**config.mk**
```make
export PLATFORM = sky130hd
export DESIGN_NAME = instr_fetch
export DESIGN_NICKNAME = d
export VERILOG_FILES = /design/src/rtl/instr_fetch.sv
export SDC_FILE = /design/constraint.sdc
export NUM_CORES = 1
export LEC_CHECK = 0
export CORE_UTILIZATION = 44
export CTS_BUF_LIST = sky130_fd_sc_hd__clkbuf_4 sky130_fd_sc_hd__clkbuf_8
export DETAILED_ROUTE_END_ITERATION = 12
export HOLD_SLACK_MARGIN = 0.06
export PLACE_DENSITY = 0.81
export SLEW_MARGIN = 40
export SYNTH_ARGS = -nofsm -noshare
export SYNTH_HDL_FRONTEND = slang
export SYNTH_SLANG_ARGS = --single-unit
```
**constraint.sdc**
```tcl
create_clock -name clk -period 2.4 [get_ports clk]
set_input_delay 0.48 -clock clk [delete_from_list [all_inputs] [get_ports clk]]
set_output_delay 0.48 -clock clk [all_outputs]
set_load 0.1 [all_outputs]
```
**src/rtl/instr_fetch.sv**
```systemverilog
// -----------------------------------------------------------------------------
// instr_fetch
//
// Instruction fetch stage placed directly after the PC register. It samples
// the current PC, issues a single instruction-memory read at a time over a
// request/grant/response handshake, and holds the returned word until decode
// accepts it. The PC register is advanced only through pc_en_o. A redirect
// (flush_i) discards any in-flight fetch.
//
// Ports
//   clk            : clock, rising edge
//   rst_n          : asynchronous active-low reset
//   pc_i           : current PC register output
//   pc_en_o        : PC register may load PC+4 on this edge
//   flush_i        : redirect taken; the PC register loads the target this edge
//   imem_req_o     : instruction-memory read request
//   imem_addr_o    : instruction-memory read address
//   imem_gnt_i     : request accepted this cycle
//   imem_rvalid_i  : read data valid
//   imem_rdata_i   : read data
//   if_valid_o     : an instruction is held for decode
//   if_ready_i     : decode accepts the held instruction
//   if_instr_o     : fetched instruction
//   if_pc_o        : address of if_instr_o
//   if_fault_o     : misaligned-PC fault marker (qualified by if_valid_o)
// -----------------------------------------------------------------------------
module instr_fetch #(
    parameter int AW = 32,
    parameter int DW = 32
) (
    input  logic          clk,
    input  logic          rst_n,
    input  logic [AW-1:0] pc_i,
    output logic          pc_en_o,
    input  logic          flush_i,
    output logic          imem_req_o,
    output logic [AW-1:0] imem_addr_o,
    input  logic          imem_gnt_i,
    input  logic          imem_rvalid_i,
    input  logic [DW-1:0] imem_rdata_i,
    output logic          if_valid_o,
    input  logic          if_ready_i,
    output logic [DW-1:0] if_instr_o,
    output logic [AW-1:0] if_pc_o,
    output logic          if_fault_o
);

    typedef enum logic [2:0] {
        S_LOAD = 3'd0,
        S_REQ  = 3'd1,
        S_WAIT = 3'd2,
        S_DROP = 3'd3,
        S_FULL = 3'd4
    } state_t;

    state_t        state;
    logic [AW-1:0] req_addr;
    logic          drop_pend;

    // Outputs decode directly from registered state, so they are glitch-free
    // and stay stable while the memory withholds its grant.
    assign imem_req_o  = (state == S_REQ);
    assign imem_addr_o = req_addr;
    assign if_valid_o  = (state == S_FULL);

    // The PC advances only for a grant that will actually be delivered to
    // decode: a flush this cycle or a pending drop kills the fetch.
    assign pc_en_o = (state == S_REQ) & imem_gnt_i & ~flush_i & ~drop_pend;

    always_ff @(posedge clk or negedge rst_n) begin
        if (!rst_n) begin
            state      <= S_LOAD;
            req_addr   <= '0;
            drop_pend  <= 1'b0;
            if_instr_o <= '0;
            if_pc_o    <= '0;
            if_fault_o <= 1'b0;
        end else begin
            case (state)
                S_LOAD: begin
                    req_addr <= pc_i;
                    if (flush_i) begin
                        // PC is being redirected this edge; resample next cycle.
                        state <= S_LOAD;
                    end else if (pc_i[1:0] != 2'b00) begin
                        // Misaligned PC never reaches memory; present a fault.
                        state      <= S_FULL;
                        if_fault_o <= 1'b1;
                        if_instr_o <= '0;
                        if_pc_o    <= pc_i;
                    end else begin
                        state <= S_REQ;
                    end
                end

                S_REQ: begin
                    if (imem_gnt_i) begin
                        // A flush seen before or with the grant means the
                        // response belongs to the wrong path.
                        state     <= (flush_i || drop_pend) ? S_DROP : S_WAIT;
                        drop_pend <= 1'b0;
                    end else if (flush_i) begin
                        // Request cannot be withdrawn once raised; remember to
                        // throw its response away.
                        drop_pend <= 1'b1;
                    end
                end

                S_WAIT: begin
                    if (imem_rvalid_i) begin
                        if (flush_i) begin
                            state <= S_LOAD;
                        end else begin
                            state      <= S_FULL;
                            if_instr_o <= imem_rdata_i;
                            if_pc_o    <= req_addr;
                            if_fault_o <= 1'b0;
                        end
                    end else if (flush_i) begin
                        state <= S_DROP;
                    end
                end

                S_DROP: begin
                    if (imem_rvalid_i) begin
                        state <= S_LOAD;
                    end
                end

                S_FULL: begin
                    // Flush wins over ready: the held word is on the wrong path.
                    if (flush_i) begin
                        state      <= S_LOAD;
                        if_fault_o <= 1'b0;
                    end else if (if_ready_i && !if_fault_o) begin
                        state <= S_LOAD;
                    end
                end

                default: begin
                    state <= S_LOAD;
                end
            endcase
        end
    end

endmodule

```
==> results by group <==
Outcome
  – Outcome: completed

Floorplan
  – Initial Utilization: between 40% and 50%
  – Die footprint: 9810 sq um
  – Cell Rows: 35
  – Die height: between 90 and 100 um
  – Chip width: 99.0 um
  – Core area: slightly above 9000 sq um
  – Boundary pin count: 170

Yosys
  – Synthesized netlist cell count: around 320
  – Post-synth top area cell: dfrtp_1
  – Post-synth top area share: between 60 and 70%
  – Net Count, Synth: just under 400
  – Distinct cells, synth: 28
  – Post-synthesis cell area: ~4100 sq um
  – Synth warn: 0
  – Sequential area share after synthesis: about 61%
  – Dominant cells by area after synthesis: dfrtp_1, mux2_2, mux2i_1
  – Syn Area/Cell: 13.0 sq um
  – Yosys reg bits: just over 100

CTS
  – Postcts setup bufs: 0
  – Root buf cell: clkbuf_8
  – Post-CTS sizing: 0
  – Max H-tree Level: 3
  – Clock buffer depth: 2
  – CTS tree: built
  – Clock-pin slew on the worst setup and hold paths: ~100 ps
  – Clk Latency, worst-skew pair: approximately 360 ps
  – Clk sink count: 101
  – Hold-fix buffers, CTS: 0
  – Num CTS Buffers: 9

Routing
  – Drt wl/cell: about 17 um
  – Post-DRT Antenna Nets: 0
  – DRC: 0
  – Drt via density: 5.38
  – 1st-iter DRT viols: between 100 and 150
  – Final WL: around 10000 um
  – First-pass DRT Iterations: 5
  – Via count: around 3200

Timing
  – Slew @ Worst Pin: between 600 and 700 ps
  – Worst clock skew: about 9.2 ps
  – Unrepaired setup endpoints after global routing: no
  – Count of final setup violators: 0
  – Post-Route Setup TNS: 0 ps
  – Fin. max-slew vios: 0
  – Period utilization: between 80% and 90%
  – Final hold violations: 0
  – Worst slew margin: between 50% and 60%
  – Tmin final: 2110 ps
  – FMAX: about 0.47 GHz

GRT
  – Largest net degree at the start of global routing: 66
  – First-pass GRT wire length: approximately 17000 um
  – GRT Total Usage: 21.7%
  – Total grt overflow: 0
  – Vias in the first global route: between 3000 and 4000
  – Initial antenna violation count: 0

Finish
  – Register area: about 2500 sq um
  – Share of layout cells above drive strength 1: 33.6%
  – Diode count: 0
  – Layout Nets: ~550
  – Most frequent cells in the layout: buf_4, dfrtp_1, clkdlybuf4s50_1, nand3_1
  – Area grow syn2layout: 42.6%
  – Multi-input logic area: between 1000 and 1500 sq um
  – Most common cell after layout, fill and taps aside: buf_4
  – # fillers: between 700 and 800

Placed design
  – PortBufs: between 150 and 200
  – RePlAce Congestion: between 0.8 and 0.9
  – Detailed Place HPWL: roughly 7300 um

Critical path
  – Worst Path Arrival: 1630 ps
  – Crit path capture type: primary output
  – Crit. Startpoint: flush_i
  – Startpoint Class: input port
  – Worst path required time: around 1900 ps
  – FF-to-FF setup slack: between 500 and 600 ps
  – CP Class: input port to primary output
  – R2R Path Start: state[2]$_DFFE_PN0P_
  – CP Max Fanout: 6

Job
  – Max Cap Violations: 0

Min path
  – HP Class: input port to async pin
[cell families (layout without fill, tap and decap cells)]
logic type	count (synthesis)	after routing	share of synthesized area, %
flip-flops	101	101	61.0
AO/OA/AOI/OAI	73	73	12.1
multiplexers	64	64	16.4
AND/OR/NAND/NOR	53	53	6.58
buffers and inverters	28	197	3.93
[per-stage QoR]
stage	cell area, sq um	util (%)	hold slack [ps]	instances	worst slack [ps]
final	5910	64.2	126	599	292
after CTS	5910	64.2	140	599	296
after floorplan	4150	-	184	319	92.4
after global routing	5910	64.2	174	599	239
after global placement	5700	62.0	483	583	105
after detailed placement	5700	62.0	487	583	42.5
[sequential cells by signal (all words and copies together) (netlist names)]
name / count
drop_pend: 1
if_fault_o: 1
if_instr_o: 32
if_pc_o: 32
imem_addr_o: 32
state: 3
[per-layer routing]
layer / GRT usage (%) / wire length (um)
met1: 27.8 / 4260
met2: 36.7 / 5150
met3: 5.53 / 723
met4: 5.97 / 101
met5: 0 / 0
[area by class of cell]
cell class	instances	share of cell area, %
Timing Repair Buffer	179	26.5
Clock buffer	9	2.10
Tap cell	111	2.35
Multi-Input combinational cell	190	24.8
Inverter	2	0.127
Sequential cell	101	42.8
Clock inverter	7	1.36
[cell usage after synthesis]
master / count
o21ai_1: 22
nor4_1: 1
a31oi_1: 1
buf_1: 1
mux2i_1: 32
nor2b_1: 2
buf_2: 10
clkbuf_1: 9
a22o_1: 32
and2_1: 1
buf_6: 6
nor3b_1: 1
and3_1: 2
o41ai_1: 1
nand3_1: 34
nor2_1: 6
and2_4: 1
mux2_2: 32
o31ai_1: 1
dfrtp_1: 101
a211oi_1: 1
nor3_1: 1
o21ai_0: 11
a21oi_1: 3
a221oi_1: 1
nand2_1: 3
or4b_1: 1
inv_1: 2
[worst max-delay path, cell delays in order]
cell and delay [ps]:
clkdlybuf4s50_1 450, buf_4 180, nor2_1 110, and3_2 220, buf_12 180
[final timing paths]
path	to	depth (start not counted)
max	pc_en_o	5
min	if_pc_o[9]$_DFFE_PN0P_	1
max reg2reg	if_instr_o[18]$_DFFE_PN0P_	4
min reg2reg	if_pc_o[15]$_DFFE_PN0P_	2
max in group asynchronous	if_pc_o[25]$_DFFE_PN0P_	2
min in group clk	if_pc_o[15]$_DFFE_PN0P_	2
Power is left out: the tool's default activity adds up to more than one toggle a clock period on the data nets, which glitch-free logic cannot reach.
==> RTL edit 1 (config.mk and constraints unchanged) <==
The parameter `AW` goes from 32 to 64.
--- a/src/rtl/instr_fetch.sv
+++ b/src/rtl/instr_fetch.sv
@@ -25,7 +25,7 @@
 //   if_fault_o     : misaligned-PC fault marker (qualified by if_valid_o)
 // -----------------------------------------------------------------------------
 module instr_fetch #(
-    parameter int AW = 32,
+    parameter int AW = 64,
     parameter int DW = 32
 ) (
     input  logic          clk,
Interface: changed (resized if_pc_o, imem_addr_o and pc_i); port bits go from 170 to 266. The function was not compared with the original's and may differ.
==> RTL edit 1 against the original RTL <==
Final area up 65%. Clock skew up 0.0011 ns. Synthesized area up 65%. Sequential cell count up 64. Wire length up 75%. Fmax down 6.0%. Worst setup slack worse by 0.13 ns. Count of clock-buffer cells in the layout up 11. Hold slack better by 0.38 ns. Critical path type is now reg2out. Highest routed layer unchanged.
Power is left out: the tool's default activity adds up to more than one toggle a clock period on the data nets, which glitch-free logic cannot reach.
==> RTL edit 1: results <==
group,metric,value,unit
outcome,status,"finished clean",
cells_and_area,fin_nets,892,
clock_tree,cts_made_buffers,17,
placed_design,hpwl,12700,µm
placed_design,placed_area,0.00930,mm²
timing,tightest_slew,0.696,ns
route,drt_iter0_drc,239,
yosys,netlist_instances,530,
clock_tree,cts_buffer_depth,2,
setup_path,rrSetupSlack,0.22,ns
cells_and_area,nMultiInputCombCells,318,
placed_design,port_buffers,265,
route,met3_length,1180,µm
clock_tree,worstSkewPairLatency,0.45,ns
clock_tree,holdBufCountCts,1,
setup_path,crit_arrival,1.76,ns
cells_and_area,nonClkBufAreaFrac,0.252,
setup_path,reg2regPathDepth,5,
yosys,ys_types,27,
grt,grt_first_pass_wirelength,28500,µm
cells_and_area,nClkBuffers,20,
grt,grt_use_met1,0.276,
grt,met2_usage,0.388,
cells_and_area,clkCellAreaFrac,0.0457,
cells_and_area,seq_cells,165,
cells_and_area,stdcell_count,991,
placed_design,place_congestion,0.780,
cells_and_area,multiInputGateArea,0.00248,mm²
timing,skew,0.0104,ns
cells_and_area,seq_share,0.423,
yosys,synth_common_cells,"dfrtp_1, nand3_1, mux2_2, mux2i_1, o21ai_0",
cells_and_area,fill_cells,1205,
grt,grt_max_degree,65,
setup_path,cp-startpoint,"state[2]",
yosys,synth-seq-area-share,0.605,
setup_path,r2r_end,"if_pc_o[40]",
cells_and_area,ff_latch_area,0.00413,mm²
route,wl_met2,8970,µm
cells_and_area,drive_gt1_frac,0.359,
route,num_vias,5328,
cells_and_area,nNonClkBuffers,286,
grt,grt_pass1_vias,5407,
clock_tree,cts.clk_slew.worst_paths,0.08,ns
yosys,synthTopCellsByArea,"dfrtp_1, mux2_2, mux2i_1",
route,wl_met1,7240,µm
grt,grt_use_total,0.230,
grt,met3_usage,0.0628,
setup_path,crit_fanout,7,
min_path,hold_class,"reg2reg",
[RTL edit 1: changes by cell type after synthesis, moves of 4 or more]
| cell | before | now |
|---|---|---|
| dfrtp_1 | 101 | 165 |
| mux2i_1 | 32 | 64 |
| mux2_2 | 32 | 64 |
| o21ai_1 | 22 | 5 |
| nand3_1 | 34 | 66 |
| buf_2 | 10 | 14 |
| buf_1 | 1 | 9 |
| o21ai_0 | 11 | 60 |
| clkbuf_1 | 9 | 16 |
[RTL edit 1: cells by family after synthesis]
| kind of cell | Yosys count | share of synthesized area |
|---|---|---|
| buffers and inverters | 47 | 0.0350 |
| AOI/OAI and AO/OA | 105 | 0.0966 |
| muxes | 128 | 0.199 |
| and+or+nand+nor | 85 | 0.0645 |
| DFF | 165 | 0.605 |
[RTL edit 1: stage by stage]
stage	hold slack [ns]	setup TNS (ns)	setup slack [ns]	util
floorplan	0.184	0	0.0410	-
global placement	0.483	-2.65	-0.0446	0.612
detailed placement	0.482	-5.85	-0.137	0.612
CTS	0.511	0	0.148	0.642
global route	0.529	0	0.0458	0.642
finish	0.507	0	0.158	0.642
[RTL edit 1: worst max-delay path, stage by stage (launching register included)]
cell	delay (ns)
dfrtp_1	0.51
nor2_1	0.20
and2_2	0.22
and3_2	0.22
buf_12	0.18
[RTL edit 1: worst min path at each step]
| stage | end | slack [ns] |
|---|---|---|
| 2_1_floorplan | drop_pend | 0.18 |
| 3_3_place_gp | imem_addr_o[7] | 0.48 |
| 3_5_place_dp | if_instr_o[9] | 0.48 |
| 4_1_cts | if_instr_o[9] | 0.51 |
| 5_1_grt | if_instr_o[8] | 0.53 |
| 6_report | if_instr_o[30] | 0.51 |
==> RTL edit 2 (config.mk and constraints unchanged) <==
Without the edit above. Re-encode `state_t` (5 states) as one-hot, 5 bits wide.
--- a/src/rtl/instr_fetch.sv
+++ b/src/rtl/instr_fetch.sv
@@ -45,12 +45,12 @@
     output logic          if_fault_o
 );
 
-    typedef enum logic [2:0] {
-        S_LOAD = 3'd0,
-        S_REQ  = 3'd1,
-        S_WAIT = 3'd2,
-        S_DROP = 3'd3,
-        S_FULL = 3'd4
+    typedef enum logic [4:0] {
+        S_LOAD = 5'b00001,
+        S_REQ  = 5'b00010,
+        S_WAIT = 5'b00100,
+        S_DROP = 5'b01000,
+        S_FULL = 5'b10000
     } state_t;
 
     state_t        state;
Function: same outputs for any inputs over 4 cycles, from zero or initial values and one cycle with rst_n low; so few cycles prove little.
==> RTL edit 2 against the original RTL <==
Die area grew 14%. Synthesized area grew 14%. First-iteration DRC count grew 60%. Worst setup slack lost 0.064 ns. Final area grew 12%. Clock skew shrank 0.00054 ns. Synthesized cell count grew 14%. Sequential cell count grew 2. Critical path depth shrank 1. Via count grew 4.4%. Wire length grew 5.2%. Critical path type is now reg2out.
Power is not shown: default switching activity piles up to over one toggle a cycle in this logic, so the estimate is an artifact.
==> RTL edit 2: results <==
group,metric,value,unit
outcome,status,"finished clean",
route,drt_iter0_drc,162,
grt,met3_usage,0.0396,
clock_tree,cts_made_buffers,9,
placed_design,hpwl,7700,µm
placed_design,port_buffers,169,
yosys,synth-seq-area-share,0.546,
yosys,netlist_instances,363,
route,avgViaCountPerCell,4.98,
timing,fin_ws,0.228,ns
cells_and_area,antennaDiodeCount,0,
placed_design,placed_area,0.00638,mm²
yosys,ys.flop_type,"dfrtp_1",
yosys,synth_common_cells,"dfrtp_1, mux2_2, nand2_1, inv_1, mux2i_1",
grt,met2_usage,0.352,
route,post_drt_wl_per_cell,15.9,µm
cells_and_area,fill_cells,848,
yosys,ys_types,34,
clock_tree,worstSkewPairLatency,0.36,ns
timing,slew_headroom,0.691,
setup_path,slowest_stage,"dfrtp_1",
grt,grt_pass1_vias,3427,
placed_design,dp.cells,659,
grt,grt_use_met1,0.233,
clock_tree,cts-root-buf,"clkbuf_8",
cells_and_area,final_area,0.00660,mm²
grt,antenna_found_initial,0,
yosys,synth_edf_count,0,
placed_design,place_congestion,0.780,
setup_path,max_stage_delay,0.46,ns
yosys,postSynth.asyncResetShare,1.00,
cells_and_area,drive_gt1_frac,0.407,
clock_tree,cts_buffer_depth,2,
timing,finalHoldViolCount,0,
grt,grt_max_degree,54,
route,dr.pass1.iters,4,
cells_and_area,stdcell_count,676,
timing,skew,0.00871,ns
grt,grt_first_pass_wirelength,16900,µm
cells_and_area,fin_nets,605,
yosys,yosys_warnings,0,
yosys,syn_nets,433,
clock_tree,htree_levels,3,
placed_design,place_ws,0.169,ns
grt,grt_use_total,0.195,
min_path,hold_class,"reg2reg",
yosys,synthTopCellsByArea,"dfrtp_1, mux2_2, mux2_4",
clock_tree,cts.clk_slew.worst_paths,0.10,ns
setup_path,crit_fanout,8,
## RTL edit 2: logic make-up after synthesis
logic type	share of synthesized area
buffers and inverters	0.0535
and+or+nand+nor	0.0618
muxes	0.315
AOI/OAI and AO/OA	0.0231
DFF	0.546
## RTL edit 2: layout make-up
class / instances / area share
clock buffers: 9 / 0.0188
clock inverters: 7 / 0.0135
inverters: 34 / 0.0193
multi-input cells: 208 / 0.289
flip-flops and latches: 103 / 0.390
well taps: 136 / 0.0258
repair buffers: 179 / 0.243
## RTL edit 2: worst paths after layout
path	slack, ns	depth (start not counted)	end	start
max in group asynchronous	1.14	3	imem_addr_o[8]	rst_n
setup reg to reg	0.38	5	if_pc_o[4]	state[4]
hold reg to reg	0.51	1	if_pc_o[1]	if_pc_o[1]
min in group asynchronous	0.59	2	if_instr_o[27]	rst_n
setup / recovery	0.23	4	pc_en_o	state[4]
hold / removal	0.51	1	if_pc_o[1]	if_pc_o[1]
## RTL edit 2: what timing repair did
item / CTS / global route
hold buffers: 1 / 0
hold endpoints to repair: 12 / 0
gates resized for setup: 0 / 1
setup buffers: 0 / 0
endpoints found under the setup margin: 0 / 1
## RTL edit 2: worst max-delay path, delay by kind of cell (launching register included)
kind	cells	cell delay [ns]
buffers and inverters	1	0.20
DFF	1	0.46
and+or+nand+nor	3	0.67
## RTL edit 2: layer usage
metal | vias to the layer above | wire [µm] | part of all wire
met4 | 0 | 198 | 0.018
met1 | 1658 | 4360 | 0.41
met3 | 15 | 554 | 0.051
met2 | 117 | 5640 | 0.52
met5 | - | 0 | 0
li1 | 1576 | - | -
